File: src/rtl/alu_seq_ctrl.sv
// alu_seq_ctrl: clocked valid/ready wrapper around the combinational ripple ALU.
// Launches operands onto the ALU, waits SETTLE_CYCLES edges for the ripple
// to resolve, then captures and formats the result for a response handshake.
// Optional feature: define ALU_SEQ_ERR_EN to reject opcodes 001/011/110 with
// an immediate error response instead of running them through the ALU.
module alu_seq_ctrl #(
    parameter int SETTLE_CYCLES = 4   // 1..15
) (
    input  logic        clk,
    input  logic        rst,
    input  logic        req_valid,
    output logic        req_ready,
    input  logic [2:0]  req_op,
    input  logic [31:0] req_a,
    input  logic [31:0] req_b,
    output logic [31:0] alu_a,
    output logic [31:0] alu_b,
    output logic        alu_s1,
    output logic        alu_s2,
    output logic        alu_sub,
    output logic        alu_cin,
    input  logic [31:0] alu_f,
    input  logic        alu_cout,
    input  logic        alu_zero,
    input  logic        alu_set,
    output logic        rsp_valid,
    input  logic        rsp_ready,
    output logic [31:0] rsp_result,
    output logic        rsp_zero,
    output logic        rsp_cout,
    output logic        rsp_err
);
    typedef enum logic [1:0] {IDLE, SETTLE, DONE} state_t;

    state_t      state, state_nxt;
    logic [3:0]  cnt;
    logic        accept;
    logic        illegal;
    logic        capture;
    logic [2:0]  cur_op;
    logic        cur_slt;
    logic [31:0] fmt_result;
    logic        fmt_zero;
    logic        fmt_cout;

    assign alu_cin = 1'b0;
    assign accept  = req_valid & req_ready;
    assign capture = (state == SETTLE) && (cnt == 4'd0);

`ifdef ALU_SEQ_ERR_EN
    assign illegal = (req_op == 3'b001) || (req_op == 3'b011) || (req_op == 3'b110);
`else
    assign illegal = 1'b0;
`endif

    // Format from the launched select lines, not from req_op (don't-care by now).
    // For SLT the flag is the only meaningful bit, so zero follows ~set.
    assign cur_op     = {alu_s1, alu_s2, alu_sub};
    assign cur_slt    = (cur_op == 3'b111);
    assign fmt_result = cur_slt ? {31'b0, alu_set} : alu_f;
    assign fmt_zero   = cur_slt ? ~alu_set : alu_zero;
    assign fmt_cout   = ((cur_op == 3'b100) || (cur_op == 3'b101)) ? alu_cout : 1'b0;

    // State register.
    always_ff @(posedge clk or posedge rst) begin
        if (rst) state <= IDLE;
        else     state <= state_nxt;
    end

    // Next-state and handshake ready.
    always_comb begin
        state_nxt = state;
        req_ready = 1'b0;
        case (state)
            IDLE: begin
                req_ready = 1'b1;
                if (req_valid) state_nxt = illegal ? DONE : SETTLE;
            end
            SETTLE: if (cnt == 4'd0) state_nxt = DONE;
            DONE:   if (rsp_ready) state_nxt = IDLE;
            default: state_nxt = IDLE;
        endcase
    end

    // Settle countdown: loaded on accept, decremented until zero.
    always_ff @(posedge clk or posedge rst) begin
        if (rst)                               cnt <= 4'd0;
        else if (accept)                       cnt <= 4'(SETTLE_CYCLES - 1);
        else if (state == SETTLE && cnt != 0)  cnt <= cnt - 4'd1;
    end

    // ALU launch registers; only a legal accept moves them.
    always_ff @(posedge clk or posedge rst) begin
        if (rst) begin
            alu_a   <= '0;
            alu_b   <= '0;
            alu_s1  <= 1'b0;
            alu_s2  <= 1'b0;
            alu_sub <= 1'b0;
        end else if (accept && !illegal) begin
            alu_a   <= req_a;
            alu_b   <= req_b;
            alu_s1  <= req_op[2];
            alu_s2  <= req_op[1];
            alu_sub <= req_op[0];
        end
    end

    // Response registers: captured at end of settle, or forced on an illegal accept.
    always_ff @(posedge clk or posedge rst) begin
        if (rst) begin
            rsp_valid  <= 1'b0;
            rsp_result <= '0;
            rsp_zero   <= 1'b0;
            rsp_cout   <= 1'b0;
        end else if (capture) begin
            rsp_valid  <= 1'b1;
            rsp_result <= fmt_result;
            rsp_zero   <= fmt_zero;
            rsp_cout   <= fmt_cout;
        end else if (accept && illegal) begin
            rsp_valid  <= 1'b1;
            rsp_result <= '0;
            rsp_zero   <= 1'b1;
            rsp_cout   <= 1'b0;
        end else if (state == DONE && rsp_ready) begin
            rsp_valid  <= 1'b0;
        end
    end

`ifdef ALU_SEQ_ERR_EN
    // Error flag tracks the opcode legality of the most recent accept.
    always_ff @(posedge clk or posedge rst) begin
        if (rst)         rsp_err <= 1'b0;
        else if (accept) rsp_err <= illegal;
    end
`else
    assign rsp_err = 1'b0;
`endif

endmodule

File: config.mk
export PLATFORM = sky130hd
export DESIGN_NAME = alu_seq_ctrl
export DESIGN_NICKNAME = d
export VERILOG_FILES = /design/src/rtl/alu_seq_ctrl.sv
export SDC_FILE = /design/constraint.sdc
export NUM_CORES = 1
export LEC_CHECK = 0
export CAP_MARGIN = 20
export CORE_MARGIN = 1.5
export CORE_UTILIZATION = 35
export CTS_CLUSTER_DIAMETER = 150
export CTS_CLUSTER_SIZE = 24
export DETAILED_ROUTE_END_ITERATION = 7
export PLACE_DENSITY_LB_ADDON = 0.25
export SYNTH_ARGS = -nofsm -noshare
export SYNTH_HDL_FRONTEND = slang
export SYNTH_SLANG_ARGS = --single-unit
File: constraint.sdc
create_clock -name clk -period 4.9 [get_ports clk]
set_input_delay 1.47 -clock clk [delete_from_list [all_inputs] [get_ports clk]]
set_output_delay 1.47 -clock clk [all_outputs]
set_load 0.02 [all_outputs]
== After elaboration in Yosys (flattened, before gate mapping) ==
Cells that the tools add are included.
Storage, ports and cells
  flip-flop bits (word level): 108
  input bits: 106
  output and inout port bits: 105
  word-level logic and storage cells: 44
Operators by class
  $add $sub $neg: 1
  eq/ne operators: 8
  mux-type cells: 12
  bitwise operators: 2
  reductions and logical operators: 10
Operators with widths (count)
  $mux 32: 1
  $eq 3x3->1 const B: 3
  $mux 4: 2
  $mux 2: 3
  $pmux 2 s3: 1
  $mux 1: 5
  $logic_not 4->1: 1
  $ne 2x2->1 const B: 2
  $reduce_bool 2->1: 2
  $reduce_bool 4->1: 1
  $sub 4x1->4 const B: 1
  $logic_and 1x1->1: 3
  $reduce_and 3->1: 1
  $eq 2x1->1 const B: 1
  $eq 2x2->1 const B: 1
  $logic_not 2->1: 1
  $ne 2x1->1 const B: 1
  $and 1x1->1: 1
  $logic_or 1x1->1: 1
  $not 1->1: 1

== Depth between registers and ports, before layout ==
  depth in word-level cells: 4
  gate-level depth with buffers: 7
  gate-level depth less buffers: 5

== Worst setup path after synthesis ==
OpenSTA, ideal clock, no wires.
  kind: input to register
  from: input port req_valid
  to: register alu_a[0]
  library setup time: 125 ps
  arrival time: 2395 ps
  required time: 4775 ps
  setup slack: 2380 ps
  stages on the path: 4
  path buffers: 2
  cells stage by stage: or3b_1 > buf_6 > buf_6 > mux2_4
On the way
  word-level cells in the longest chain between the ends: 1
RTL lines
  start: declaration: RTL line 11  | input logic req_valid,
  $and 1x1->1: RTL line 47  | assign accept = req_valid & req_ready;
  end signal: assignment: RTL line 101  | alu_a <= req_a;
  end: declaration: RTL line 16  | output logic [31:0] alu_a,
No other way between the ends.
A chain may end at the register's enable or synchronous reset.

== Final worst setup path ==
  from: input port req_valid
  to: register alu_a[19]
Same word-level chain as after synthesis.

==> summary.log <==
[run_status] status finished clean
[floorplan] number of top-level design ports 211
[global_route] largest net degree at the start of global routing 68
[floorplan] die area 14000 µm²
[drt] wire length after detailed routing 11200 µm
[clock_network] total number of H-tree levels 3
[synthesis] Netlist Area Pre-Place 4640 µm²
[drt] post-detailed-route DRC marker count 0
[synthesis] share of synthesized area occupied by flip-flops and latches 0.582
[clock_network] Post-CTS Hold Fix Bufs 0
[placed_design] number of cells in the design after placement 665
[pwr] total chip power 4.88 mW
[timing] setup skew after layout 0.00913 ns
[critical_path] CP Data Arrival Time 3.35 ns
[clock_network] CTS tree done
[worst_hold_path] path class of the lowest-slack min-delay path register to register
[global_route] total global routing track utilization 0.166
[pwr] peak supply drop 0.276 mV
[synthesis] number of library cell types mapped by synthesis 29
[global_route] total global routing overflow 0
[critical_path] CP Capture Type register
[drt] length of the first detailed-routing pass in iterations 4
[clock_network] post-CTS setup repair buffer count 0
[synthesis] average footprint of a synthesized cell 15.4 µm²
[layout] most common cell after layout, fill and taps aside sky130_fd_sc_hd__clkdlybuf4s50_1
[layout] Synth-to-Final Area Change 53.3%
[global_route] via count of the first global-routing pass 3412
[timing] post-route setup TNS 0 ns
[synthesis] number of warnings issued by yosys 0
[timing] pin slew with the least headroom to its limit 0.834 ns
[floorplan] die extent in x 118 µm
[synthesis] number of synthesized register bits 108
[clock_network] master cell of the clock root buffer sky130_fd_sc_hd__clkbuf_16
[timing] count of pins over their slew limit 0
[placed_design] dpl ws 1.42 ns
[floorplan] starting density of the core 0.363
[placed_design] # port buffers 208
[timing] fmax 320 MHz
[layout] count of fill cells added during filler insertion 1041
[drt] initial DRC count 139
[clock_network] cells resized by post-CTS repair 0
[drt] antenna-violating nets left 0
[clock_network] total CTS buffers 9
[critical_path] setup slack of the worst register-to-register path 2.87 ns
[layout] diodes inserted 0
[clock_network] deepest clock path buffer count 2
[timing] period utilization 0.637
[critical_path] type of origin of the critical path input pin
[clock_network] worst skew pair latency 0.35 ns
[timing] final hold violation count 0
[synthesis] Mapped Cells 302
[layout] share of cells above drive strength 1 0.228
[global_route] first-pass GRT wire length 18100 µm
[critical_path] worst-path maximum fanout 30
[layout] area taken by flip-flops and latches 2700 µm²
[critical_path] Crit Path Class input pin to register
[drt] DR vias 3226
[timing] Final setup violation count 0
[layout] most frequent cells in the layout sky130_fd_sc_hd__clkdlybuf4s50_1, sky130_fd_sc_hd__dfrtp_1, sky130_fd_sc_hd__mux2_4
[layout] final-stage net count 612
[floorplan] Std-Cell Core Area 12800 µm²
[floorplan] Die H 118 µm
[timing] Min Clock Period, post-route 3.12 ns
[global_route] antenna violations before repair 0
[job] maxcap violations 0
[drt] post-detailed-route wirelength per cell 16.5 µm
[timing] Worst Slack Setup Final 1.78 ns
[clock_network] clock input transition at the sequential cells of the worst setup and hold paths 0.07 ns
[placed_design] HPWL after detailed placement 7650 µm
[floorplan] row cnt 41
[critical_path] data required time at the worst endpoint 5.13 ns
[timing] relative max-transition margin 0.444
[pwr] leakage component of the power 3.24 nW
[layout] footprint of the multi-input gates 1760 µm²
[pwr] power per cell area 686 nW/µm²
[layout] final cell count without fillers 681
[clock_network] TritonCTS sink count 108
[timing] RSZ-0062 raised after global routing false
[drt] routed via count divided by cell count 4.74
[placed_design] GP Congestion 0.725
==> final timing paths <==
check	from	end	cells past startpoint
worst max-delay path	req_valid	alu_a[19]	4
worst min-delay path	rsp_result[23]	rsp_result[23]	1
worst max register to register	cnt[0]	rsp_result[0]	7
worst min register to register	rsp_result[23]	rsp_result[23]	1
max in group asynchronous	rst	rsp_result[8]	3
min in group asynchronous	rst	alu_a[29]	2
==> flip-flops by register name, indices dropped and copies added (netlist names) <==
name and cells:
alu_a 32, alu_b 32, alu_s1 1, alu_s2 1, alu_sub 1, cnt 4
rsp_cout 1, rsp_result 32, rsp_valid 1, rsp_zero 1, state 2
==> metrics by stage <==
| stage | hold slack, ns | utilization | instance area, µm² |
|---|---|---|---|
| floorplan | 0.490 | - | 4650 |
| global placement | 0.461 | 0.536 | 6850 |
| detailed placement | 0.474 | 0.536 | 6850 |
| CTS | 0.486 | 0.557 | 7110 |
| global route | 0.497 | 0.557 | 7110 |
| finish | 0.483 | 0.557 | 7110 |
==> power breakdown <==
part / switching (mW) / total (mW) / internal [mW] / leakage, nW
Clock: 0.318 / 0.664 / 0.347 / 0.120
Sequential: 0.260 / 1.59 / 1.33 / 1.30
Combinational: 1.18 / 2.63 / 1.45 / 1.82
==> logic make-up after synthesis <==
logic type	share of synthesized area
AOI/OAI and AO/OA	0.0798
and+or+nand+nor	0.0623
other	0.000808
adders and majority gates	0.00539
DFF	0.582
buffers and inverters	0.0418
muxes	0.228
==> worst max-delay path: stages <==
cell                              delay, ns
sky130_fd_sc_hd__clkdlybuf4s50_1       0.40
sky130_fd_sc_hd__or3b_4                0.63
sky130_fd_sc_hd__buf_4                 0.48
sky130_fd_sc_hd__mux2_4                0.34
==> cells in the mapped netlist <==
cell type / count / area (µm²)
sky130_fd_sc_hd__a21bo_2: 22 / 220
sky130_fd_sc_hd__mux2i_1: 1 / 10.0
sky130_fd_sc_hd__o311ai_0: 1 / 8.76
sky130_fd_sc_hd__buf_6: 8 / 90.1
sky130_fd_sc_hd__nand2_1: 3 / 11.3
sky130_fd_sc_hd__nor3b_2: 1 / 12.5
sky130_fd_sc_hd__or3b_1: 1 / 8.76
sky130_fd_sc_hd__o211ai_1: 1 / 7.51
sky130_fd_sc_hd__dfrtp_1: 108 / 2700
sky130_fd_sc_hd__mux2_2: 5 / 56.3
sky130_fd_sc_hd__nor2_1: 2 / 7.51
sky130_fd_sc_hd__conb_1: 1 / 3.75
sky130_fd_sc_hd__o41ai_1: 1 / 8.76
sky130_fd_sc_hd__nand3_1: 2 / 10.0
sky130_fd_sc_hd__buf_2: 8 / 40.0
sky130_fd_sc_hd__clkbuf_1: 7 / 26.3
sky130_fd_sc_hd__inv_1: 6 / 22.5
sky130_fd_sc_hd__mux2_4: 66 / 991
sky130_fd_sc_hd__buf_4: 2 / 15.0
sky130_fd_sc_hd__ha_1: 2 / 25.0
sky130_fd_sc_hd__or4_1: 1 / 7.51
sky130_fd_sc_hd__o21ai_0: 6 / 30.0
sky130_fd_sc_hd__nand4_1: 31 / 194
sky130_fd_sc_hd__or3_1: 2 / 12.5
sky130_fd_sc_hd__nor2b_1: 1 / 6.26
sky130_fd_sc_hd__a21bo_1: 9 / 90.1
sky130_fd_sc_hd__nand2b_1: 2 / 12.5
sky130_fd_sc_hd__and2_1: 1 / 6.26
sky130_fd_sc_hd__a21oi_1: 1 / 5.00
==> per-layer routing <==
| metal | up-vias | track usage | routed length (µm) |
|---|---|---|---|
| met5 | - | 0 | 0 |
| met4 | 0 | 0.0412 | 110 |
| met3 | 10 | 0.0734 | 993 |
| met2 | 138 | 0.254 | 5000 |
| met1 | 1599 | 0.214 | 5120 |
| li1 | 1479 | - | - |
==> layout make-up <==
cell class                      count  share of cell area
Multi-Input combinational cell    164               0.247
Tap cell                          172              0.0302
Timing Repair Buffer              215               0.302
Clock buffer                       13              0.0338
Inverter                            6             0.00352
Sequential cell                   108               0.380
Clock inverter                      3             0.00334
Note: power is estimated with default switching activity, not from simulation.
==> RTL change (config.mk and constraints unchanged) <==
Re-encode `state_t` (3 states) as one-hot, 3 bits wide.
--- a/src/rtl/alu_seq_ctrl.sv
+++ b/src/rtl/alu_seq_ctrl.sv
@@ -30,7 +30,7 @@
     output logic        rsp_cout,
     output logic        rsp_err
 );
-    typedef enum logic [1:0] {IDLE, SETTLE, DONE} state_t;
+    typedef enum logic [2:0] {IDLE = 3'b001, SETTLE = 3'b010, DONE = 3'b100} state_t;
 
     state_t      state, state_nxt;
     logic [3:0]  cnt;
Function: no difference found for any inputs over 10 cycles, from zero or initial values and one cycle with rst high; not proved beyond that.
==> RTL change against the original RTL <==
- global-route usage increased by 1.7 points
- wire length increased by 5.3%
- non-clock buffer count increased by 1
- synthesized area decreased by 4.6%
- critical path depth decreased by 2
- sequential cell count increased by 1
- clock skew decreased by 0.0036 ns
- hold slack got worse by 0.0055 ns
- power decreased by 10%
- design area decreased by 2.0%
- setup slack got worse by 0.13 ns
- largest power group unchanged
==> RTL change: results (changes against the original RTL) <==
[global_routing]
grtUsageMet2_pct = 29.11  ; +3.7 points
grt_pass1_vias = 4019  ; +18%
grt_usage_pct = 18.30  ; +1.7 points
grt_max_degree = 72  ; +5.9%
grt_use_met1_pct = 22.81  ; +1.4 points

[synthesis]
yosysSeqAreaShare_pct = 61.59  ; +3.4 points
synth.distinct_cells = 32  ; +10%
synth_compound_area_share_pct = 8.331  ; +0.35 points

[setup_path]
arrival_ns = 1.78  ; -1.57 ns

[routing]
wl_per_cell_um = 13.92  ; -16%
dr_wl_met3_mm = 1.423  ; +43%
drt_iter0_drc = 239  ; +72%
routedLengthMet1_mm = 4.819  ; -5.8%

[cells_and_area]
layout.nets = 784  ; +28%
drive_above_1_share_pct = 5.286  ; -18 points

[hold_path]
min_path_cells = 2  ; +1

[timing]
worst_slew_pin_slew_ns = 0.7925  ; -0.04199 ns
finClkSkew_ns = 0.005550  ; -0.003576 ns
hold-worst-slack_ns = 0.4778  ; -0.005473 ns

[power_and_ir_drop]
internal_power_mw = 2.702  ; -14%
power.leakage_nw = 3.220  ; -0.71%

[place]
placed_cells = 831  ; +25%
dp_worst_setup_slack_ns = 1.465  ; +0.04863 ns
dpl.hpwl_mm = 8.307  ; +8.7%
place.gp.congestion = 0.7259  ; about the same

[run_status]
outcome = finished clean

-- RTL change: changes by cell type in the layout (fill, tap and decap cells not counted), sizes merged, moves of 2 or more --
cell    before  now
a21bo       31    0
clkbuf      13   11
clkinv       1    3
mux2        71    4
mux2i        1    3
nand2        3  236
nand4       31    0
nor3         0    2
nor3b        1    4
o21ai        6   68
-- RTL change: cells by family (layout without fill, tap and decap cells) --
family | after synthesis | in the layout
AND/OR/NAND/NOR | 253 | 253
flip-flops | 109 | 109
AO/OA/AOI/OAI | 71 | 71
buffers and inverters | 37 | 237
multiplexers | 7 | 7
adder cells (fa/ha/maj) | 2 | 2
other | 1 | 2
-- RTL change: area by class of cell --
| type | instances | area, um^2 | area share (%) |
|---|---|---|---|
| Clock inverter | 5 | 60.06 | 0.8618 |
| Clock buffer | 11 | 242.7 | 3.483 |
| Sequential cell | 109 | 2729 | 39.16 |
| Inverter | 5 | 21.27 | 0.3052 |
| Timing Repair Buffer | 216 | 2195 | 31.49 |
| Multi-Input combinational cell | 335 | 1511 | 21.69 |
| Tap cell | 168 | 210.2 | 3.016 |
-- RTL change: worst max-delay path: stages, from the launching register on --
cell and delay (ns):
dfstp_2 0.62, nor3b_1 0.20, clkdlybuf4s50_1 0.63
-- RTL change: worst max-delay path by stage --
stage | start | end | slack [ns]
after floorplan | rst | alu_a[0] | 0.56
after global placement | req_valid | alu_b[13] | 1.50
after detailed placement | req_valid | alu_b[20] | 1.46
after CTS | state[0] | req_ready | 1.62
after global routing | state[0] | req_ready | 1.51
final | state[0] | req_ready | 1.65
